==> src/rtl/stack_sequencer_if.sv <==
// Control bundle between the stack sequencer and the CPU datapath / program ROM.
// Bit vectors that carry instruction or condition data use ascending ranges so
// that bit 0 is the MSB, matching the instruction encoding.
interface stack_sequencer_if;
  logic        i_run;
  logic [0:17] i_instruction;
  logic [0:15] i_condVal;
  logic        i_carry;

  logic        o_ipW;
  logic        o_cond;
  logic        o_stkAddrSel;
  logic        o_stkW;
  logic        o_stkS;
  logic [2:0]  o_spCtrl;
  logic        o_RW;
  logic        o_RS;
  logic        o_TW;
  logic        o_TIn;
  logic        o_carryW;
  logic        o_instrTypeCtrl;
  logic [4:0]  o_instrOP;
  logic [1:0]  o_jSel;
  logic        o_halted;
  logic        o_fault;
  logic [15:0] o_retired;

  modport master (
    input  i_run, i_instruction, i_condVal, i_carry,
    output o_ipW, o_cond, o_stkAddrSel, o_stkW, o_stkS, o_spCtrl, o_RW, o_RS,
           o_TW, o_TIn, o_carryW, o_instrTypeCtrl, o_instrOP, o_jSel,
           o_halted, o_fault, o_retired
  );

  modport slave (
    output i_run, i_instruction, i_condVal, i_carry,
    input  o_ipW, o_cond, o_stkAddrSel, o_stkW, o_stkS, o_spCtrl, o_RW, o_RS,
           o_TW, o_TIn, o_carryW, o_instrTypeCtrl, o_instrOP, o_jSel,
           o_halted, o_fault, o_retired
  );
endinterface

==> src/rtl/stack_sequencer.sv <==
// Three-cycle (FETCH/EXEC/WB) control sequencer for the 16-bit stack CPU.
// Strobes are Moore outputs of the state register and the latched opcode
// fields; stack depth is tracked here so overflow/underflow faults before EXEC.
module stack_sequencer #(
  parameter int STACK_DEPTH = 16
) (
  input logic               i_clock,
  input logic               i_reset_n,
  stack_sequencer_if.master bus
);
  localparam int DW = $clog2(STACK_DEPTH + 1);

  typedef enum logic [2:0] {IDLE, FETCH, EXEC, WB, HALT, FAULT} state_t;
  typedef enum logic [1:0] {CLS_ALU = 2'b00, CLS_LIT = 2'b01,
                            CLS_JMP = 2'b10, CLS_MISC = 2'b11} cls_t;

  localparam logic [2:0] SUB_PUSH = 3'b001;
  localparam logic [2:0] SUB_POP  = 3'b010;
  localparam logic [2:0] SUB_HALT = 3'b011;

  state_t        state, state_nxt;
  logic [0:6]    ir;        // class + op/jsel/cc/sub fields; literal bits go straight to T
  logic [DW-1:0] depth;
  logic          taken;
  logic [15:0]   retired;
  logic          cond_now;

  // Literal bits are consumed by the datapath directly, never by the sequencer.
  logic unused_literal;
  assign unused_literal = ^bus.i_instruction[7:17];

  // Decode of the latched instruction (used in EXEC/WB).
  cls_t ir_cls;
  logic ir_push, ir_pop, ir_halt;
  assign ir_cls  = cls_t'(ir[0:1]);
  assign ir_push = (ir_cls == CLS_MISC) && (ir[2:4] == SUB_PUSH);
  assign ir_pop  = (ir_cls == CLS_MISC) && (ir[2:4] == SUB_POP);
  assign ir_halt = (ir_cls == CLS_MISC) && (ir[2:4] == SUB_HALT);

  // Decode of the ROM word during FETCH, for the depth check.
  cls_t f_cls;
  logic f_push, f_pop;
  assign f_cls  = cls_t'(bus.i_instruction[0:1]);
  assign f_push = (f_cls == CLS_MISC) && (bus.i_instruction[2:4] == SUB_PUSH);
  assign f_pop  = (f_cls == CLS_MISC) && (bus.i_instruction[2:4] == SUB_POP);

  // Jump-condition evaluation from the live condition value and carry.
  always_comb begin
    case (ir[4:6])
      3'b000:  cond_now = 1'b1;
      3'b001:  cond_now = (bus.i_condVal == 16'h0000);
      3'b010:  cond_now = (bus.i_condVal != 16'h0000);
      3'b011:  cond_now = bus.i_condVal[0];
      3'b100:  cond_now = !bus.i_condVal[0];
      3'b101:  cond_now = bus.i_carry;
      3'b110:  cond_now = !bus.i_carry;
      default: cond_now = 1'b0;
    endcase
  end

  // State register.
  // NOTE: sequential state uses non-blocking assignments so every register
  // samples pre-edge values, regardless of process ordering.
  always_ff @(posedge i_clock or negedge i_reset_n) begin
    if (!i_reset_n) state <= IDLE;
    else            state <= state_nxt;
  end

  // Instruction register, jump flag, stack depth and retired counter.
  // NOTE: the IR is reset along with the control state so decode never sees X
  // after reset; it is a single register, not a memory array.
  always_ff @(posedge i_clock or negedge i_reset_n) begin
    if (!i_reset_n) begin
      ir      <= '0;
      taken   <= 1'b0;
      depth   <= '0;
      retired <= '0;
    end else begin
      case (state)
        FETCH: ir <= bus.i_instruction[0:6];
        EXEC: begin
          if (ir_cls == CLS_JMP) taken <= cond_now;
          if (ir_push)           depth <= depth + DW'(1);
          else if (ir_pop)       depth <= depth - DW'(1);
        end
        WB:      retired <= retired + 16'd1;
        default: ;
      endcase
    end
  end

  // Next-state and Moore strobe decode.
  // NOTE: every output gets a default before the case so no latch is inferred.
  always_comb begin
    state_nxt            = state;
    bus.o_ipW            = 1'b0;
    bus.o_cond           = 1'b0;
    bus.o_stkW           = 1'b0;
    bus.o_stkS           = 1'b0;
    bus.o_spCtrl         = 3'b000;
    bus.o_RW             = 1'b0;
    bus.o_RS             = 1'b0;
    bus.o_TW             = 1'b0;
    bus.o_TIn            = 1'b0;
    bus.o_carryW         = 1'b0;
    bus.o_instrTypeCtrl  = 1'b1;
    bus.o_instrOP        = 5'b00000;
    bus.o_jSel           = 2'b00;
    bus.o_halted         = 1'b0;
    bus.o_fault          = 1'b0;
    case (state)
      IDLE: if (bus.i_run) state_nxt = FETCH;
      FETCH: begin
        if ((f_cls == CLS_ALU && depth == '0) ||
            (f_pop && depth == '0) ||
            (f_push && depth == DW'(STACK_DEPTH)))
          state_nxt = FAULT;
        else
          state_nxt = EXEC;
      end
      EXEC: begin
        state_nxt = ir_halt ? HALT : WB;
        case (ir_cls)
          CLS_ALU: begin
            bus.o_instrTypeCtrl = 1'b0;
            bus.o_instrOP       = ir[2:6];
            bus.o_RW            = 1'b1;
            bus.o_carryW        = 1'b1;
          end
          CLS_LIT: begin
            bus.o_TIn = 1'b1;
            bus.o_TW  = 1'b1;
          end
          CLS_JMP: bus.o_jSel = ir[2:3];
          default: begin
            if (ir_push) begin
              bus.o_RS     = 1'b1;
              bus.o_stkW   = 1'b1;
              bus.o_spCtrl = 3'b010;
            end else if (ir_pop) begin
              bus.o_stkS   = 1'b1;
              bus.o_TW     = 1'b1;
              bus.o_spCtrl = 3'b001;
            end
          end
        endcase
      end
      WB: begin
        bus.o_ipW  = 1'b1;
        bus.o_cond = (ir_cls == CLS_JMP) && taken;
        if (ir_cls == CLS_ALU) begin
          bus.o_RS   = 1'b1;
          bus.o_stkW = 1'b1;
        end
        state_nxt = bus.i_run ? FETCH : IDLE;
      end
      HALT:    bus.o_halted = 1'b1;
      FAULT:   bus.o_fault  = 1'b1;
      default: state_nxt = IDLE;
    endcase
  end

  assign bus.o_stkAddrSel = 1'b0;
  assign bus.o_retired    = retired;
endmodule

==> src/flat_wrapper.sv <==
// flat-port wrapper written by rule: the top's interface ports become plain ports
module stack_sequencer_flat 
#(
  parameter int STACK_DEPTH = 16
)
  (i_clock, i_reset_n, bus_i_run, bus_i_instruction, bus_i_condVal, bus_i_carry, bus_o_ipW, bus_o_cond, bus_o_stkAddrSel, bus_o_stkW, bus_o_stkS, bus_o_spCtrl, bus_o_RW, bus_o_RS, bus_o_TW, bus_o_TIn, bus_o_carryW, bus_o_instrTypeCtrl, bus_o_instrOP, bus_o_jSel, bus_o_halted, bus_o_fault, bus_o_retired);
  stack_sequencer_if bus_i ();
  input logic i_clock;
  input logic i_reset_n;
  input wire logic [$bits(bus_i.i_run)-1:0] bus_i_run;
  input wire logic [$bits(bus_i.i_instruction)-1:0] bus_i_instruction;
  input wire logic [$bits(bus_i.i_condVal)-1:0] bus_i_condVal;
  input wire logic [$bits(bus_i.i_carry)-1:0] bus_i_carry;
  output wire logic [$bits(bus_i.o_ipW)-1:0] bus_o_ipW;
  output wire logic [$bits(bus_i.o_cond)-1:0] bus_o_cond;
  output wire logic [$bits(bus_i.o_stkAddrSel)-1:0] bus_o_stkAddrSel;
  output wire logic [$bits(bus_i.o_stkW)-1:0] bus_o_stkW;
  output wire logic [$bits(bus_i.o_stkS)-1:0] bus_o_stkS;
  output wire logic [$bits(bus_i.o_spCtrl)-1:0] bus_o_spCtrl;
  output wire logic [$bits(bus_i.o_RW)-1:0] bus_o_RW;
  output wire logic [$bits(bus_i.o_RS)-1:0] bus_o_RS;
  output wire logic [$bits(bus_i.o_TW)-1:0] bus_o_TW;
  output wire logic [$bits(bus_i.o_TIn)-1:0] bus_o_TIn;
  output wire logic [$bits(bus_i.o_carryW)-1:0] bus_o_carryW;
  output wire logic [$bits(bus_i.o_instrTypeCtrl)-1:0] bus_o_instrTypeCtrl;
  output wire logic [$bits(bus_i.o_instrOP)-1:0] bus_o_instrOP;
  output wire logic [$bits(bus_i.o_jSel)-1:0] bus_o_jSel;
  output wire logic [$bits(bus_i.o_halted)-1:0] bus_o_halted;
  output wire logic [$bits(bus_i.o_fault)-1:0] bus_o_fault;
  output wire logic [$bits(bus_i.o_retired)-1:0] bus_o_retired;
  assign bus_i.i_run = bus_i_run;
  assign bus_i.i_instruction = bus_i_instruction;
  assign bus_i.i_condVal = bus_i_condVal;
  assign bus_i.i_carry = bus_i_carry;
  assign bus_o_ipW = bus_i.o_ipW;
  assign bus_o_cond = bus_i.o_cond;
  assign bus_o_stkAddrSel = bus_i.o_stkAddrSel;
  assign bus_o_stkW = bus_i.o_stkW;
  assign bus_o_stkS = bus_i.o_stkS;
  assign bus_o_spCtrl = bus_i.o_spCtrl;
  assign bus_o_RW = bus_i.o_RW;
  assign bus_o_RS = bus_i.o_RS;
  assign bus_o_TW = bus_i.o_TW;
  assign bus_o_TIn = bus_i.o_TIn;
  assign bus_o_carryW = bus_i.o_carryW;
  assign bus_o_instrTypeCtrl = bus_i.o_instrTypeCtrl;
  assign bus_o_instrOP = bus_i.o_instrOP;
  assign bus_o_jSel = bus_i.o_jSel;
  assign bus_o_halted = bus_i.o_halted;
  assign bus_o_fault = bus_i.o_fault;
  assign bus_o_retired = bus_i.o_retired;
  stack_sequencer #(.STACK_DEPTH(STACK_DEPTH)) u_core (.i_clock(i_clock), .i_reset_n(i_reset_n), .bus(bus_i));
endmodule
==> config.mk <==
export PLATFORM = sky130hd
export DESIGN_NAME = stack_sequencer_flat
export DESIGN_NICKNAME = d
export VERILOG_FILES = /design/src/rtl/stack_sequencer_if.sv /design/src/rtl/stack_sequencer.sv /design/src/flat_wrapper.sv
export SDC_FILE = /design/constraint.sdc
export NUM_CORES = 1
export LEC_CHECK = 0
export CORE_ASPECT_RATIO = 0.5
export CORE_UTILIZATION = 48
export CTS_BUF_LIST = sky130_fd_sc_hd__clkbuf_2
export CTS_CLUSTER_DIAMETER = 80
export CTS_CLUSTER_SIZE = 20
export DETAILED_ROUTE_END_ITERATION = 7
export PLACE_DENSITY_LB_ADDON = 0.08
export SYNTH_ARGS = -nofsm -noshare
export SYNTH_HDL_FRONTEND = slang
export SYNTH_SLANG_ARGS = --single-unit
==> constraint.sdc <==
create_clock -name i_clock -period 3.47 [get_ports i_clock]
set_clock_uncertainty 0.15 [all_clocks]
set_input_delay 0.347 -clock i_clock [delete_from_list [all_inputs] [get_ports i_clock]]
set_output_delay 0.347 -clock i_clock [all_outputs]
set_load 0.01 [all_outputs]
; Word level (Yosys, flattened, before mapping)
; Index checks and enable logic that the tools add are counted.
[word_totals]
ff_bits = 32
inputBits = 38
out_inout_bits = 39
wordCells = 93
[op_classes]
n_addsub = 3
n_eq_ne = 22
muxes = 35
bitwise = 1
reduce_logical = 27
[op_table]
columns = cell, n
row1 = == test 3 x 2 -> 1 bit (second input constant), 7
row2 = two-way mux 5 bit, 4
row3 = two-way mux 1 bit, 19
row4 = two-way mux 3 bit, 6
row5 = adder 16 x 1 -> 16 bit (second input constant), 1
row6 = zero test 16 bit, 1
row7 = nonzero test 16 bit, 1
row8 = == test 3 bit (second input constant), 5
row9 = case mux 3 bit (5 select lines), 1
row10 = == test 3 x 1 -> 1 bit (second input constant), 4
row11 = logical AND 1 bit, 9
row12 = case mux 1 bit (7 select lines), 1
row13 = == test 2 bit (second input constant), 3
row14 = zero test 3 bit, 2
row15 = AND reduction 2 bit, 3
row16 = adder 5 x 1 -> 5 bit (second input constant), 1
row17 = == test 5 bit (second input constant), 1
row18 = zero test 5 bit, 1
row19 = subtractor 5 x 1 -> 5 bit (second input constant), 1
row20 = zero test 2 bit, 2
row21 = two-way mux 2 bit, 2
row22 = case mux 1 bit (2 select lines), 2
row23 = OR reduction 2 bit, 2
row24 = OR reduction 3 bit, 1
row25 = other kinds (6), 8

; Logic depth before layout (Yosys ltp)
; Gate-level depths: netlist (run 1).
[depth]
ltp_word = 7
ltp_mapped = 8

; Worst setup path after synthesis (run 1)
; OpenSTA, ideal clock, no wires.
[synth_path]
path_type = flip-flop to flip-flop
startpoint = reg u_core.ir[4] (netlist name)
endpoint = reg u_core.depth[4]
setup_time_ns = 0.124
t_arrival_ns = 1.971
t_required_ns = 3.196
path_slack_ns = 1.224
stages_incl_launch_ff = 9
n_path_buf = 1
path_cell_list = dfrtp_1 clkbuf_1 nand2b_1 nand2b_1 fa_1 a21o_1 a21oi_1 a21oi_1 a211o_2
[synth_between]
elab_chain_len = 4
[synth_rtl]
columns = item, line
row1 = "start, declared", stack_sequencer.sv:22  ; logic [0:6] ir;
row2 = "start signal, assigned", stack_sequencer.sv:80  ; FETCH: ir <= bus.i_instruction[0:6];
row3 = == test 3 x 2 -> 1 bit / == test 3 x 1 -> 1 bit (equally long branches), "stack_sequencer.sv:37, stack_sequencer.sv:36"
row4 = logical AND 1 bit (on tied branches), "stack_sequencer.sv:37, stack_sequencer.sv:36"
row5 = nonzero test 2 bit (no line), --
row6 = AND reduction 2 bit (no line), --
row7 = "end signal, assigned", stack_sequencer.sv:83  ; if (ir_push) depth <= depth + DW'(1);
row8 = "end signal, assigned", stack_sequencer.sv:84  ; else if (ir_pop) depth <= depth - DW'(1);
row9 = "end, declared", stack_sequencer.sv:23  ; logic [DW-1:0] depth;
; Several ways; a longest one is shown, not always the timed one.
; A chain may end at the register's enable or synchronous reset.

; Worst setup path after layout (run 1)
[layout_path]
startpoint = reg u_core.state[0]
endpoint = out bus_o_stkW
[layout_between]
elab_chain_len = 2
[layout_rtl]
columns = item, line
row1 = "start, declared", stack_sequencer.sv:21  ; state_t state, state_nxt;
row2 = "start signal, assigned", stack_sequencer.sv:66  ; else state <= state_nxt;
row3 = == test 3 x 2 -> 1 bit, stack_sequencer.sv:111  ; case (state)
row4 = case mux 1 bit (2 select lines) *, stack_sequencer.sv:111
row5 = "end, declared", flat_wrapper.sv:17  ; output wire logic [$bits(bus_i.o_stkW)-1:0] bus_o_stkW;
; Every way passes the cells marked *; elsewhere a longest branch is shown, timed or not.

==> run metrics, run 1 <==
CP Class=reg2out; number of vias per cell=approximately 5.4; Pre-Repair DR Iteration Count=4; Core ar.=0.003547 mm2; sequential area share after synthesis=43.48%; setup TNS=0 ps; post-cts resize count=0; Rows=15; crit end category=output port; Worst-path clk slew=180 ps; Register Area=800.8 um2; fraction of layout cells with a size suffix above 1=roughly 11%; YS warnings=0; clock tree buffer depth=2; Initial Util=51.92%; predominant post-synthesis flop cell=dfrtp_1; final worst path period share=84.49%; most frequent cells in the layout=clkdlybuf4s50_1, dfrtp_1, nand2_1; leading cell type in the layout, fill and taps excluded=clkdlybuf4s50_1; H-tree Lvls=2; clk_lat worst skew=370 ps; CTS Hold Bufs=0; total clock sinks=32; critical-path cell list=nor3b_2 -> nand2_1 -> nor2_1 -> a21o_1 -> clkdlybuf4s50_1; Cells after DPL=~290; TritonCTS clock tree=done; Required @ worst endpoint=slightly below 3000 ps; CP Launch Type=flop; Net count, final=286; Max transition margin=49.78%; Worst EP arrival=around 2400 ps; hold crit path type=in2async; crit-path max FO=9; 1st-iter DRT viols=58; Post-Layout Cell Count=295; total CTS buffers=5; RSZ-0062 raised after global routing=no; via count=1,588; worst slew pin tran=746.4 ps; Max VDD drop=0.3385 mV; setup violators final=0; Async SR Flop Fraction=100.0%; root buf cell=clkbuf_2; Area growth syn-to-layout=38.52%; IO Pins=77; Final GP Congestion=0.7927; HPWL Detailed=between 2000 and 3000 um; first-pass GRT wire length=6472 um; Avg Cell Area, Syn=10.18 um2; number of global-route vias before repair=1,446; Die Wd=89.60 um; drt wl/cell=13.35 um; EDFF count, synth=0; max incr delay on CP=550 ps; Max Cap Viol=0; die area=0.004104 mm2; # fillers=about 270; crit path buf inv count=1; final hold violation count=0; Slowest-stage cell, CP=clkdlybuf4s50_1; diode count=0; Pleak=0.001109 uW; Port Buffers=63; Syn Inst Count=181; post-layout min period=2932 ps; Synth Register Bits=32; Final Max Tran Viols=0; Synth Cell Area=0.001842 mm2; die height=45.80 um; antenna violations before repair=0; multi-input logic area=approximately 970 um2; count of different cell masters after synthesis=48; GRT Util Overall=21.77%; DRC errors left=0; post-route ant nets=0; PD cells=659.9 mW/mm2; grt ovf=0; Max Clk Rate=341.1 MHz; post-CTS setup buffers=0; cell family with most CP delay=simple AND/OR/NAND/NOR gates; largest net degree at the start of global routing=33; status=completed; Detailed Route WL=between 3000 and 4000 um
## kinds of logic (layout without fill, tap and decap cells)
logic type	after synthesis	after routing	share of synthesized area [%]
and+or+nand+nor	77	77	24.25
other	1	2	0.2036
adders and majority gates	5	5	3.804
xor gates and xnor gates	18	18	8.560
DFF	32	32	43.48
AOI/OAI and AO/OA	23	23	8.900
muxes	11	11	6.658
buffers and inverters	14	76	4.143
## power breakdown
group	switching [uW]	internal, uW	leakage [uW]	total, uW
logic	328	436	0.000658	764
registers	176	486	0.000408	662
clock network	134	124	0.0000430	258
## layout make-up
cell class	instances	area share [%]
multi-input cells	136	37.96
flip-flops and latches	32	31.39
repair buffers	64	25.01
well taps	51	2.501
clock inverters	2	1.373
clock buffers	6	1.177
inverters	4	0.5885
## final timing paths
kind,slack [ps],endpoint,cells after the start,from
max in group asynchronous,2670,u_core.ir[3],2,i_reset_n
worst min-delay path,190,u_core.bus.o_retired[5],2,i_reset_n
min in group i_clock,340,u_core.bus.o_retired[15],1,u_core.bus.o_retired[15]
worst max register to register,1080,u_core.depth[4],7,u_core.ir[4]
worst max-delay path,540,bus_o_stkW,5,u_core.state[0]
worst min register to register,340,u_core.bus.o_retired[15],1,u_core.bus.o_retired[15]
## state kept, by name, indices dropped and copies added, names as in the netlist
signal and count:
u_core.bus.o_retired 16, u_core.ir 7, u_core.depth 5, u_core.state 3, u_core.taken 1
## cell usage after synthesis, types with 2 or more instances
cell type | n | area [um2]
clkbuf_1 | 2 | 7.510
nand2b_1 | 6 | 37.54
mux2_2 | 10 | 112.6
o211ai_1 | 2 | 15.01
nand3b_1 | 2 | 15.01
nor3b_1 | 2 | 15.01
dfrtp_1 | 32 | 800.8
nor4_1 | 6 | 37.54
xor2_1 | 6 | 52.55
or2_2 | 2 | 12.51
or4_1 | 2 | 15.01
ha_1 | 4 | 50.05
inv_1 | 4 | 15.01
a21oi_1 | 3 | 15.01
nor3_1 | 3 | 15.01
and3_1 | 10 | 62.56
buf_4 | 6 | 45.04
o21ai_0 | 4 | 20.02
nand2_1 | 13 | 48.80
nand4_1 | 3 | 18.77
nand3_1 | 9 | 45.04
xnor2_1 | 12 | 105.1
and3b_1 | 2 | 17.52
and2_1 | 2 | 12.51
a21o_1 | 4 | 30.03
nor2_1 | 8 | 30.03
## worst register-to-register path, delay by kind of cell (launching register included)
family | cells | cell delay [ps]
compound gates | 4 | 720
flops | 1 | 550
simple gates | 2 | 450
fa+ha+maj | 1 | 430
## layer usage
metal  vias to the layer above  share of wire (%)  global-route usage (%)
met1                       768                 47                   26.22
met5                         -                  0                       0
met4                         0               0.94                   5.714
li1                        765                  -                       -
met3                         6                5.8                   6.703
met2                        49                 47                   38.64
## metrics by stage
stage / worst slack [ps] / cell area, um2 / util, % / hold WS (ps) / power (uW)
2_1_floorplan: 1224 / 1846 / - / -98.59 / 1149
3_3_place_gp: 1026 / 2486 / 70.09 / 309.1 / 1402
3_5_place_dp: 998.2 / 2486 / 70.09 / 323.9 / 1433
4_1_cts: 546.9 / 2551 / 71.92 / 195.3 / 1687
5_1_grt: 374.2 / 2551 / 71.92 / 220.7 / 1818
6_report: 538.2 / 2551 / 71.92 / 187.0 / 1684
Power figures use the tool's default switching activity.
==> inputs of run 2 (changes only) <==
Settings changed: CORE_UTILIZATION 48 to 44.
Clock period 3.47 ns to 3 ns, I/O delays scaled along.
==> run metrics, run 2 (synthesis results as in run 1) <==
status=completed; Rows=16; Fin Hold WS=145.4 ps; HPWL Detailed=approximately 3000 um; H-tree Lvls=2; Initial Util=46.46%; hold crit path type=in2async; metal2 WL=1763 um; max FFs per register=16; most frequent cells in the layout=clkdlybuf4s50_1, dfrtp_1, nand2_1; Routed met3 length=about 320 um; Max Clk Rate=approximately 370 MHz; total CTS buffers=5; number of global-route vias before repair=1,339; grt ovf=0; die height=approximately 48 um; 1st-iter DRT viols=34; Worst-path clk slew=180 ps; fraction of layout cells with a size suffix above 1=between 10% and 20%; post-cts resize count=0; max incr delay on CP=540 ps; critical-path cell list=nor3b_2 -> buf_4 -> nand2_1 -> nor2_1 -> a21o_1 -> clkdlybuf4s50_1; Die Wd=93.50 um; final worst path period share=approximately 90%; RSZ-0062 raised after global routing=no; Worst EP arrival=2250 ps; Max VDD drop=0.3405 mV; DRC errors left=0; PD cells=761.8 mW/mm2; GRT Util Overall=a little under a fifth; TritonCTS clock tree=done; via count=1,568; post-route ant nets=0; post-CTS setup buffers=0; Final Max Tran Viols=0; setup TNS=0 ps; crit end category=output port; post-layout min period=around 2700 ps; Slowest-stage cell, CP=clkdlybuf4s50_1; final hold violation count=0; Max Cap Viol=0; Port Buffers=63; CTS Hold Bufs=0; clock tree buffer depth=2; total clock sinks=32; Pleak=0.001110 uW; CP Launch Type=flop; Final GP Congestion=around 0.86; Max transition margin=between 40% and 50%; largest net degree at the start of global routing=33; Area growth syn-to-layout=39.27%; root buf cell=clkbuf_2; diode count=0; die area=0.004464 mm2; first-pass GRT wire length=6210 um; antenna violations before repair=0; IO Pins=77; Core ar.=0.003964 mm2; crit-path max FO=10; clk_lat worst skew=370 ps; drt wl/cell=13.40 um; Required @ worst endpoint=~2600 ps; Top Metal Used=met4; Detailed Route WL=between 4000 and 5000 um; Net count, final=287; setup violators final=0; Pre-Repair DR Iteration Count=4; worst slew pin tran=772.1 ps; CP Class=reg2out; number of vias per cell=5.244; leading cell type in the layout, fill and taps excluded=clkdlybuf4s50_1; WL met1=1874 um
run 2: cell count changes in the layout (fill, tap and decap cells not counted), sizes merged:
| cell | before | now |
|---|---|---|
| clkinvlp | 0 | 1 |
| clkbuf | 6 | 5 |
| buf | 1 | 2 |
run 2: per-layer routing:
metal | GRT usage [%] | up-vias
li1 | - | 765
met4 | 6.154 | 0
met3 | 6.825 | 8
met1 | 24.93 | 730
met5 | 0 | -
met2 | 30.44 | 65
run 2: final cells by class:
type	count	area, um2
inverter	4	15.01
timing repair buffer	65	645.6
tap	54	67.56
clock buffer	5	25.02
sequential	32	800.8
fill	336	1399
multi-input combinational	136	968.4
clock inverter	3	42.54
run 2: final timing paths:
check	from	end	slack, ps	cells after the start
min in group i_clock	u_core.bus.o_retired[15]	u_core.bus.o_retired[15]	340	1
max in group asynchronous	i_reset_n	u_core.depth[2]	2250	2
setup reg to reg	u_core.ir[4]	u_core.depth[4]	640	7
setup / recovery	u_core.state[1]	bus_o_RS	300	6
hold / removal	i_reset_n	u_core.bus.o_retired[13]	150	2
hold reg to reg	u_core.bus.o_retired[15]	u_core.bus.o_retired[15]	340	1
run 2: per-stage QoR:
step	util [%]	setup slack [ps]	cell area (um2)	power (uW)	std cells
6_report	64.71	295.5	2565	1954	299
5_1_grt	64.71	160.4	2565	2112	299
4_1_cts	64.71	305.4	2565	1966	299
3_5_place_dp	63.01	652.3	2497	1665	291
3_3_place_gp	63.01	673.9	2497	1637	291
2_1_floorplan	-	754.5	1846	1329	182
run 2: worst max-delay path: cells and delay by family (launching register included):
kind,cells,cell delay [ps]
buffers and inverters,2,710
flip-flops,1,520
AND/OR/NAND/NOR,3,500
AO/OA/AOI/OAI,1,150
run 2: report_power, final:
part | internal (uW) | switching [uW] | leakage, uW
Clock | 139 | 160 | 0.0000390
Combinational | 511 | 379 | 0.000664
Sequential | 562 | 202 | 0.000408
Total | 1210 | 741 | 0.00111
==> inputs of run 3 (changes only) <==
Settings changed: CORE_UTILIZATION 44 to 53, DONT_BUFFER_PORTS from default to 1.
==> run metrics, run 3 (synthesis results as in run 1) <==
Area growth syn-to-layout=9.103%; Final WS setup=about 440 ps; Core ar.=0.003153 mm2; PD cells=868.2 mW/mm2; RSZ-0062 raised after global routing=no; crit end category=output port; total CTS buffers=5; Initial Util=between 50% and 60%; 1st-iter DRT viols=59; Port Buffers=0; post-cts resize count=0; IO Pins=slightly below 80; post-layout min period=2562 ps; cell family with most CP delay=simple AND/OR/NAND/NOR gates; final hold violation count=0; CTS Hold Bufs=10; max FFs per register=16; largest net degree at the start of global routing=33; Die Wd=85.37 um; Max Cap Viol=0; Post-Layout Cell Count=230; Slowest-stage cell, CP=dfrtp_1; Cells after DPL=212; post-CTS setup buffers=0; TritonCTS clock tree=done; Max Clk Rate=390.4 MHz; setup TNS=0 ps; DRC errors left=0; antenna violations before repair=0; Required @ worst endpoint=around 2600 ps; CP Class=reg2out; Worst-path clk slew=about 180 ps; GRT Util Overall=20.62%; Fin Hold WS=67.67 ps; CP Launch Type=flop; status=completed; dpl ws=between 600 and 700 ps; critical-path cell list=nor3b_2 -> nand2_1 -> nor2_1 -> or2_2; final core utilization=63.73%; number of global-route vias before repair=1,234; diode count=0; Net count, final=232; most frequent cells in the layout=dfrtp_1, nand2_1, xnor2_1; clk_lat worst skew=360 ps; total clock sinks=32; die height=approximately 44 um; via count=~1,400; grt ovf=0; max incr delay on CP=510 ps; HPWL Detailed=2631 um; worst slew pin tran=727.6 ps; post-route ant nets=0; number of vias per cell=5.978; Max VDD drop=0.5476 mV; Pre-Repair DR Iteration Count=4; Final Max Tran Viols=0; die area=0.003729 mm2; reg2reg setup slack=620 ps; leading cell type in the layout, fill and taps excluded=dfrtp_1; crit path buf inv count=0; hold crit path type=in2reg; Detailed Route WL=3626 um; Pleak=just over 0.0009 uW; clock tree buffer depth=2; R2R Path Start=u_core.ir[4]; root buf cell=clkbuf_2; fraction of layout cells with a size suffix above 1=between 10 and 15%; first-pass GRT wire length=5699 um; setup violators final=0; Max transition margin=51.05%; Hold Crit Start=bus_i_run; crit-path max FO=10; drt wl/cell=15.77 um; H-tree Lvls=2; final worst path period share=85.38%; # fillers=roughly 270; Rows=14; Final GP Congestion=0.7529; crit path from=u_core.state[1]; Worst EP arrival=2110 ps
-- run 3: area by class of cell --
type | instances | area [um2] | area share, %
clock inverter | 2 | 35.03 | 1.743
timing repair buffer | 10 | 110.1 | 5.479
clock buffer | 6 | 30.03 | 1.494
inverter | 4 | 15.01 | 0.7472
sequential | 32 | 800.8 | 39.85
multi-input combinational | 136 | 968.4 | 48.19
tap | 40 | 50.05 | 2.491
-- run 3: worst paths after layout --
| path | endpoint | cells past startpoint |
|---|---|---|
| max | bus_o_TW | 4 |
| min | u_core.state[0] | 3 |
| max reg2reg | u_core.depth[4] | 7 |
| min reg2reg | u_core.bus.o_retired[15] | 1 |
| max in group asynchronous | u_core.bus.o_retired[12] | 2 |
| min in group asynchronous | u_core.state[0] | 2 |
-- run 3: worst reg2reg max path: stages, from the launching register on --
cell      delay, ps
dfrtp_1         560
nand2b_1        190
nand2b_1        260
fa_1            430
a21o_1          190
a21oi_1         170
a21oi_1          60
a211o_2         290
-- run 3: per-layer routing --
layer	wire (um)	vias up	track usage (%)
li1	-	660	-
met1	1678	651	25.21
met2	1626	62	33.71
met3	304	2	8.762
met4	17	0	7.000
met5	0	-	0
-- run 3: through the flow --
| stage | total power (uW) | cell area (um2) |
|---|---|---|
| after detailed placement | 1442 | 1834 |
| after global placement | 1424 | 1834 |
| after CTS | 1758 | 2009 |
| final | 1745 | 2009 |
| after global routing | 1883 | 2009 |
| after floorplan | 1329 | 1846 |
-- run 3: where the power goes --
group	switching [uW]	leakage, uW	internal, uW
registers	222	0.000408	562
clock network	152	0.0000430	144
logic	324	0.000470	341
